`src/rtl/tdm_demux4_if.sv`:
```
// tdm_demux4_if: serial beat input and parallel channel output bundle for tdm_demux4.
interface tdm_demux4_if #(
  parameter int WIDTH = 1,
  parameter int CNT_W = 8
);
  logic [WIDTH-1:0] din;
  logic             din_valid;
  logic             frame_sync;
  logic [WIDTH-1:0] a;
  logic [WIDTH-1:0] b;
  logic [WIDTH-1:0] c;
  logic [WIDTH-1:0] d;
  logic             sa;
  logic             sb;
  logic             frame_valid;
  logic             locked;
  logic             sync_err;
  logic [CNT_W-1:0] frame_cnt;
  modport master (
    output din, din_valid, frame_sync,
    input  a, b, c, d, sa, sb, frame_valid, locked, sync_err, frame_cnt
  );
  modport slave (
    input  din, din_valid, frame_sync,
    output a, b, c, d, sa, sb, frame_valid, locked, sync_err, frame_cnt
  );
endinterface

```
`src/rtl/tdm_demux4.sv`:
```
// tdm_demux4: four-slot TDM demultiplexer with hunt/lock frame alignment.
module tdm_demux4 #(
  parameter int WIDTH = 1,
  parameter int CNT_W = 8
) (
  input logic         clk,
  input logic         rst_n,
  tdm_demux4_if.slave bus
);
  typedef enum logic {HUNT, LOCK} state_t;
  state_t           state;
  logic [1:0]       slot;
  logic [WIDTH-1:0] sh_a, sh_b, sh_c;
  logic [WIDTH-1:0] a, b, c, d;
  logic             frame_valid, sync_err;
  logic [CNT_W-1:0] frame_cnt;
  always_ff @(posedge clk) begin
    if (!rst_n) begin
      state       <= HUNT;
      slot        <= 2'd0;
      sh_a        <= '0;
      sh_b        <= '0;
      sh_c        <= '0;
      a           <= '0;
      b           <= '0;
      c           <= '0;
      d           <= '0;
      frame_valid <= 1'b0;
      sync_err    <= 1'b0;
      frame_cnt   <= '0;
    end else begin
      frame_valid <= 1'b0;
      sync_err    <= 1'b0;
      if (bus.din_valid) begin
        if (bus.frame_sync) begin
          // a marker always starts a fresh frame; it is only an error mid-frame
          sh_a     <= bus.din;
          slot     <= 2'd1;
          sync_err <= (state == LOCK) && (slot != 2'd0);
          state    <= LOCK;
        end else if (state == LOCK) begin
          if (slot == 2'd0) begin
            sync_err <= 1'b1;
            state    <= HUNT;
          end else if (slot == 2'd3) begin
            a           <= sh_a;
            b           <= sh_b;
            c           <= sh_c;
            d           <= bus.din;
            frame_valid <= 1'b1;
            frame_cnt   <= frame_cnt + CNT_W'(1);
            slot        <= 2'd0;
          end else begin
            if (slot == 2'd1) sh_b <= bus.din;
            else sh_c <= bus.din;
            slot <= slot + 2'd1;
          end
        end
      end
    end
  end
  assign bus.a           = a;
  assign bus.b           = b;
  assign bus.c           = c;
  assign bus.d           = d;
  assign bus.sa          = slot[1];
  assign bus.sb          = slot[0];
  assign bus.locked      = (state == LOCK);
  assign bus.frame_valid = frame_valid;
  assign bus.sync_err    = sync_err;
  assign bus.frame_cnt   = frame_cnt;
endmodule
```
`src/flat_wrapper.sv`:
```
// flat-port wrapper written by rule: the top's interface ports become plain ports
module tdm_demux4_flat 
#(
  parameter int WIDTH = 1,
  parameter int CNT_W = 8
)
  (clk, rst_n, bus_din, bus_din_valid, bus_frame_sync, bus_a, bus_b, bus_c, bus_d, bus_sa, bus_sb, bus_frame_valid, bus_locked, bus_sync_err, bus_frame_cnt);
  tdm_demux4_if #(.WIDTH(WIDTH), .CNT_W(CNT_W)) bus_i ();
  input logic clk;
  input logic rst_n;
  input wire logic [$bits(bus_i.din)-1:0] bus_din;
  input wire logic [$bits(bus_i.din_valid)-1:0] bus_din_valid;
  input wire logic [$bits(bus_i.frame_sync)-1:0] bus_frame_sync;
  output wire logic [$bits(bus_i.a)-1:0] bus_a;
  output wire logic [$bits(bus_i.b)-1:0] bus_b;
  output wire logic [$bits(bus_i.c)-1:0] bus_c;
  output wire logic [$bits(bus_i.d)-1:0] bus_d;
  output wire logic [$bits(bus_i.sa)-1:0] bus_sa;
  output wire logic [$bits(bus_i.sb)-1:0] bus_sb;
  output wire logic [$bits(bus_i.frame_valid)-1:0] bus_frame_valid;
  output wire logic [$bits(bus_i.locked)-1:0] bus_locked;
  output wire logic [$bits(bus_i.sync_err)-1:0] bus_sync_err;
  output wire logic [$bits(bus_i.frame_cnt)-1:0] bus_frame_cnt;
  assign bus_i.din = bus_din;
  assign bus_i.din_valid = bus_din_valid;
  assign bus_i.frame_sync = bus_frame_sync;
  assign bus_a = bus_i.a;
  assign bus_b = bus_i.b;
  assign bus_c = bus_i.c;
  assign bus_d = bus_i.d;
  assign bus_sa = bus_i.sa;
  assign bus_sb = bus_i.sb;
  assign bus_frame_valid = bus_i.frame_valid;
  assign bus_locked = bus_i.locked;
  assign bus_sync_err = bus_i.sync_err;
  assign bus_frame_cnt = bus_i.frame_cnt;
  tdm_demux4 #(.WIDTH(WIDTH), .CNT_W(CNT_W)) u_core (.clk(clk), .rst_n(rst_n), .bus(bus_i));
endmodule
```
`config.mk`:
```
export PLATFORM = sky130hd
export DESIGN_NAME = tdm_demux4_flat
export DESIGN_NICKNAME = d
export VERILOG_FILES = /design/src/rtl/tdm_demux4_if.sv /design/src/rtl/tdm_demux4.sv /design/src/flat_wrapper.sv
export SDC_FILE = /design/constraint.sdc
export NUM_CORES = 1
export LEC_CHECK = 0
export CORE_MARGIN = 3
export CORE_UTILIZATION = 50
export DETAILED_ROUTE_END_ITERATION = 12
export DONT_BUFFER_PORTS = 1
export PLACE_DENSITY = 0.7
export SKIP_LAST_GASP = 1
export SLEW_MARGIN = 10
export SYNTH_ARGS = -nofsm -noshare
export SYNTH_HDL_FRONTEND = slang
export SYNTH_SLANG_ARGS = --single-unit
```
`constraint.sdc`:
```
create_clock -name clk -period 1.8 [get_ports clk]
set_input_delay 0.27 -clock clk [delete_from_list [all_inputs] [get_ports clk]]
set_output_delay 0.27 -clock clk [all_outputs]
set_load 0.1 [all_outputs]
```
==> flow_metrics.py <==
metrics = {
    "yosys": {
        "yosys_warnings": 0,
        "ys_seq_elements": 20,
        "synth.area.top_cells": "dfxtp_1 43%, ha_1 6.7%, xor2_1 6.5%",
        "yosys.area.top_type": "dfxtp_1",
        "syn_inst": 103,
        "yosysSeqAreaShare": 0.427,
        "synthArstFlopShare": 0,
        "synth_edf_count": 0,
        "ys_types": 22,
        "synth_top_area_share": 0.427,
        "yosys-top-cells-count": "20 x dfxtp_1, 14 x nand2_1, 8 x a21boi_0, 8 x and2_1, 8 x o21ai_0",
        "synth_area_per_cell_um2": 9.11,
        "syn_nets": 113,
        "synth-main-ff-cell": "dfxtp_1",
        "netlist_area_um2": 938,
        "synth.most_common_cell": "dfxtp_1",
    },
    "final_layout": {
        "antenna_cells": 0,
        "instances_no_fill": 147,
        "nNetsFinal": 133,
        "area_growth_pct": 25.7,
        "drive_gt1_frac": 0.336,
    },
    "timing": {
        "fmax_mhz": 612,
        "setup-violations-final": 0,
        "slew_viol_final": 0,
        "hold_violations": 0,
        "worst_pin_slew_ps": 401,
        "hold_slack_ps": 84.2,
        "fin_crit_sh": 0.908,
        "timing.final.ws_setup_ps": 165,
        "fin_skew_ps": 12.1,
        "relSlewSlack": 0.730,
        "rsz0062_at_grt": "false",
        "fin_crit_ps": 1640,
    },
    "outcome": {
        "outcome": "complete, no violations",
    },
    "route": {
        "drtIter0Drc": 13,
        "firstDrtPassIters": 4,
        "route.met3.wl_um": 66,
        "viasPerCell": 5.18,
        "vias": 761,
        "wl_um": 1870,
        "antenna_left": 0,
        "routed-wl-met2_um": 881,
        "post-route-drc-count": 0,
        "top_layer": "met4",
        "wire_per_inst_um": 12.7,
        "m1WireLength_um": 874,
    },
    "floorplan": {
        "dieArea_um2": 2430,
        "ios": 22,
        "std_cell_rows": 15,
        "fp.coreArea_um2": 1750,
        "start_util": 0.538,
        "die_w_um": 49.3,
        "dieHeight_um": 49.3,
    },
    "power_and_ir_drop": {
        "peakVddDrop_uv": 538,
        "power_density_nw_per_um2": 748,
        "p_leak_uw": 0.000520,
    },
    "place": {
        "dp.cells": 143,
        "routabilityCongestion": 0.816,
        "hpwl_um": 1340,
        "pre_cts_slack_ps": 96.6,
        "io_buffers": 0,
    },
    "clock_network": {
        "htreeDepth": 1,
        "hold_buffers": 0,
        "cts_tree": "yes",
        "clock_sinks": 20,
        "clkTransAtPathRegs_ps": 130,
        "root_buffer": "clkbuf_4",
        "clk_latency_ps": 300,
        "cts_buffer_depth": 2,
        "cts_buffers": 3,
    },
    "setup_path": {
        "cp_cell_sequence": "inv_1 -> ha_1 -> nand2b_2 -> nor4_1 -> xor2_1 -> and2_1",
        "crit_fanout": 12,
        "crit_type": "flip-flop to flip-flop",
        "cp_slowest_stage_delay_ps": 380,
        "critPathRequiredTime_ps": 2010,
        "critPathArrivalTime_ps": 1850,
        "slowest_stage": "dfxtp_4",
        "worstSetupStartpointType": "flip-flop",
        "end_kind": "flip-flop",
    },
    "job": {
        "cap_violations": 0,
    },
    "global_route": {
        "overflow": 0,
        "grt_max_degree": 21,
        "grt_pass1_vias": 691,
        "grt.total_usage": 0.162,
        "antenna_found_initial": 0,
        "grt_pass1_wl_um": 3080,
    },
    "min_path": {
        "hold_class": "input pin to flip-flop",
    },
}
-- where the power goes --
group	leakage [µW]	internal (µW)	total, µW	switching, µW
Combinational	0.000325	20.8	62.6	41.8
Clock	0.0000279	225	370	145
Sequential	0.000167	445	450	4.53
-- final cells by class --
class	instances	area, µm²
Fill cell	141	566
Tap cell	25	31.3
Clock buffer	3	22.5
Inverter	4	15.0
Clock inverter	1	30.0
Multi-Input combinational cell	75	520
Timing Repair Buffer	19	143
Sequential cell	20	418
-- path summary, 6_finish.rpt --
kind,startpoint,end,slack (ps),cells past startpoint
setup / recovery,u_core.slot[1]$_SDFFE_PN0P_,u_core.bus.frame_cnt[4]$_SDFFE_PN0P_,160,6
hold / removal,rst_n,u_core.bus.frame_cnt[4]$_SDFFE_PN0P_,80,1
setup reg to reg,u_core.slot[1]$_SDFFE_PN0P_,u_core.bus.frame_cnt[4]$_SDFFE_PN0P_,160,6
hold reg to reg,u_core.sh_b$_SDFFE_PN0P_,u_core.bus.b$_SDFFE_PN0P_,490,2
-- metal layers --
layer,vias to the layer above,GRT usage
met5,-,0
met4,0,0.0758
met3,4,0.0428
met2,11,0.248
met1,360,0.209
li1,386,-
-- what timing repair did --
item,4_1_cts,5_1_grt
endpoints found under the hold margin,0,0
buffers inserted,0,0
setup endpoints to repair,0,7
resized for setup,0,2
-- state kept, by name, summed over array words and instances (netlist names) --
| name | flops |
|---|---|
| u_core.bus.c | 1 |
| u_core.bus.frame_valid | 1 |
| u_core.bus.sync_err | 1 |
| u_core.bus.d | 1 |
| u_core.sh_c | 1 |
| u_core.bus.a | 1 |
| u_core.sh_a | 1 |
| u_core.bus.b | 1 |
| u_core.sh_b | 1 |
| u_core.bus.locked | 1 |
| u_core.bus.frame_cnt | 8 |
| u_core.slot | 2 |
-- cell usage in the layout (no fill, tap or decap) --
cell       netlist  routed
a21boi_0         8       8
a22oi_1          1       1
and2_1           8       8
and3_1           1       1
buf_4            0      19
bufinv_16        0       1
clkbuf_4         0       3
dfxtp_1         20      10
dfxtp_2          0       8
dfxtp_4          0       2
ha_1             5       5
inv_1            4       3
inv_2            0       1
mux2i_1          2       2
nand2_1         14      14
nand2b_2         0       1
nand3_1          3       3
nand3b_4         1       1
nand4_1          2       2
nor2_1           4       4
nor2b_1          3       3
nor3_2           2       2
nor4_1           5       2
nor4_2           0       3
o21ai_0          8       8
xor2_1           7       7
-- through the flow --
| stage | util | power [µW] | instance area [µm²] | setup TNS (ps) |
|---|---|---|---|---|
| 3_5_place_dp | 0.641 | 523 | 1120 | 0 |
| 3_3_place_gp | 0.641 | 520 | 1120 | 0 |
| 4_1_cts | 0.671 | 885 | 1170 | 0 |
| 6_report | 0.676 | 882 | 1180 | 0 |
| 2_1_floorplan | - | 513 | 968 | -29.2 |
| 5_1_grt | 0.676 | 914 | 1180 | 0 |
-- worst max-delay path, delay by kind of cell, from the launching register on --
kind	cells	cell delay, ps
AND/OR/NAND/NOR	3	800
buffers and inverters	1	70
flip-flops	1	380
XOR/XNOR	1	100
adder cells (fa/ha/maj)	1	190
-- logic make-up (layout without fill, tap and decap cells) --
logic type      count (synthesis)  in the layout  share of synthesized area
xor+xnor                        7              7                     0.0653
buf+inv                         8             27                     0.0413
compound gates                 17             17                      0.115
simple gates                   44             44                      0.264
flops                          20             20                      0.427
fa+ha+maj                       5              5                     0.0667
mux                             2              2                     0.0213
Note: power is estimated with default switching activity, not from simulation.
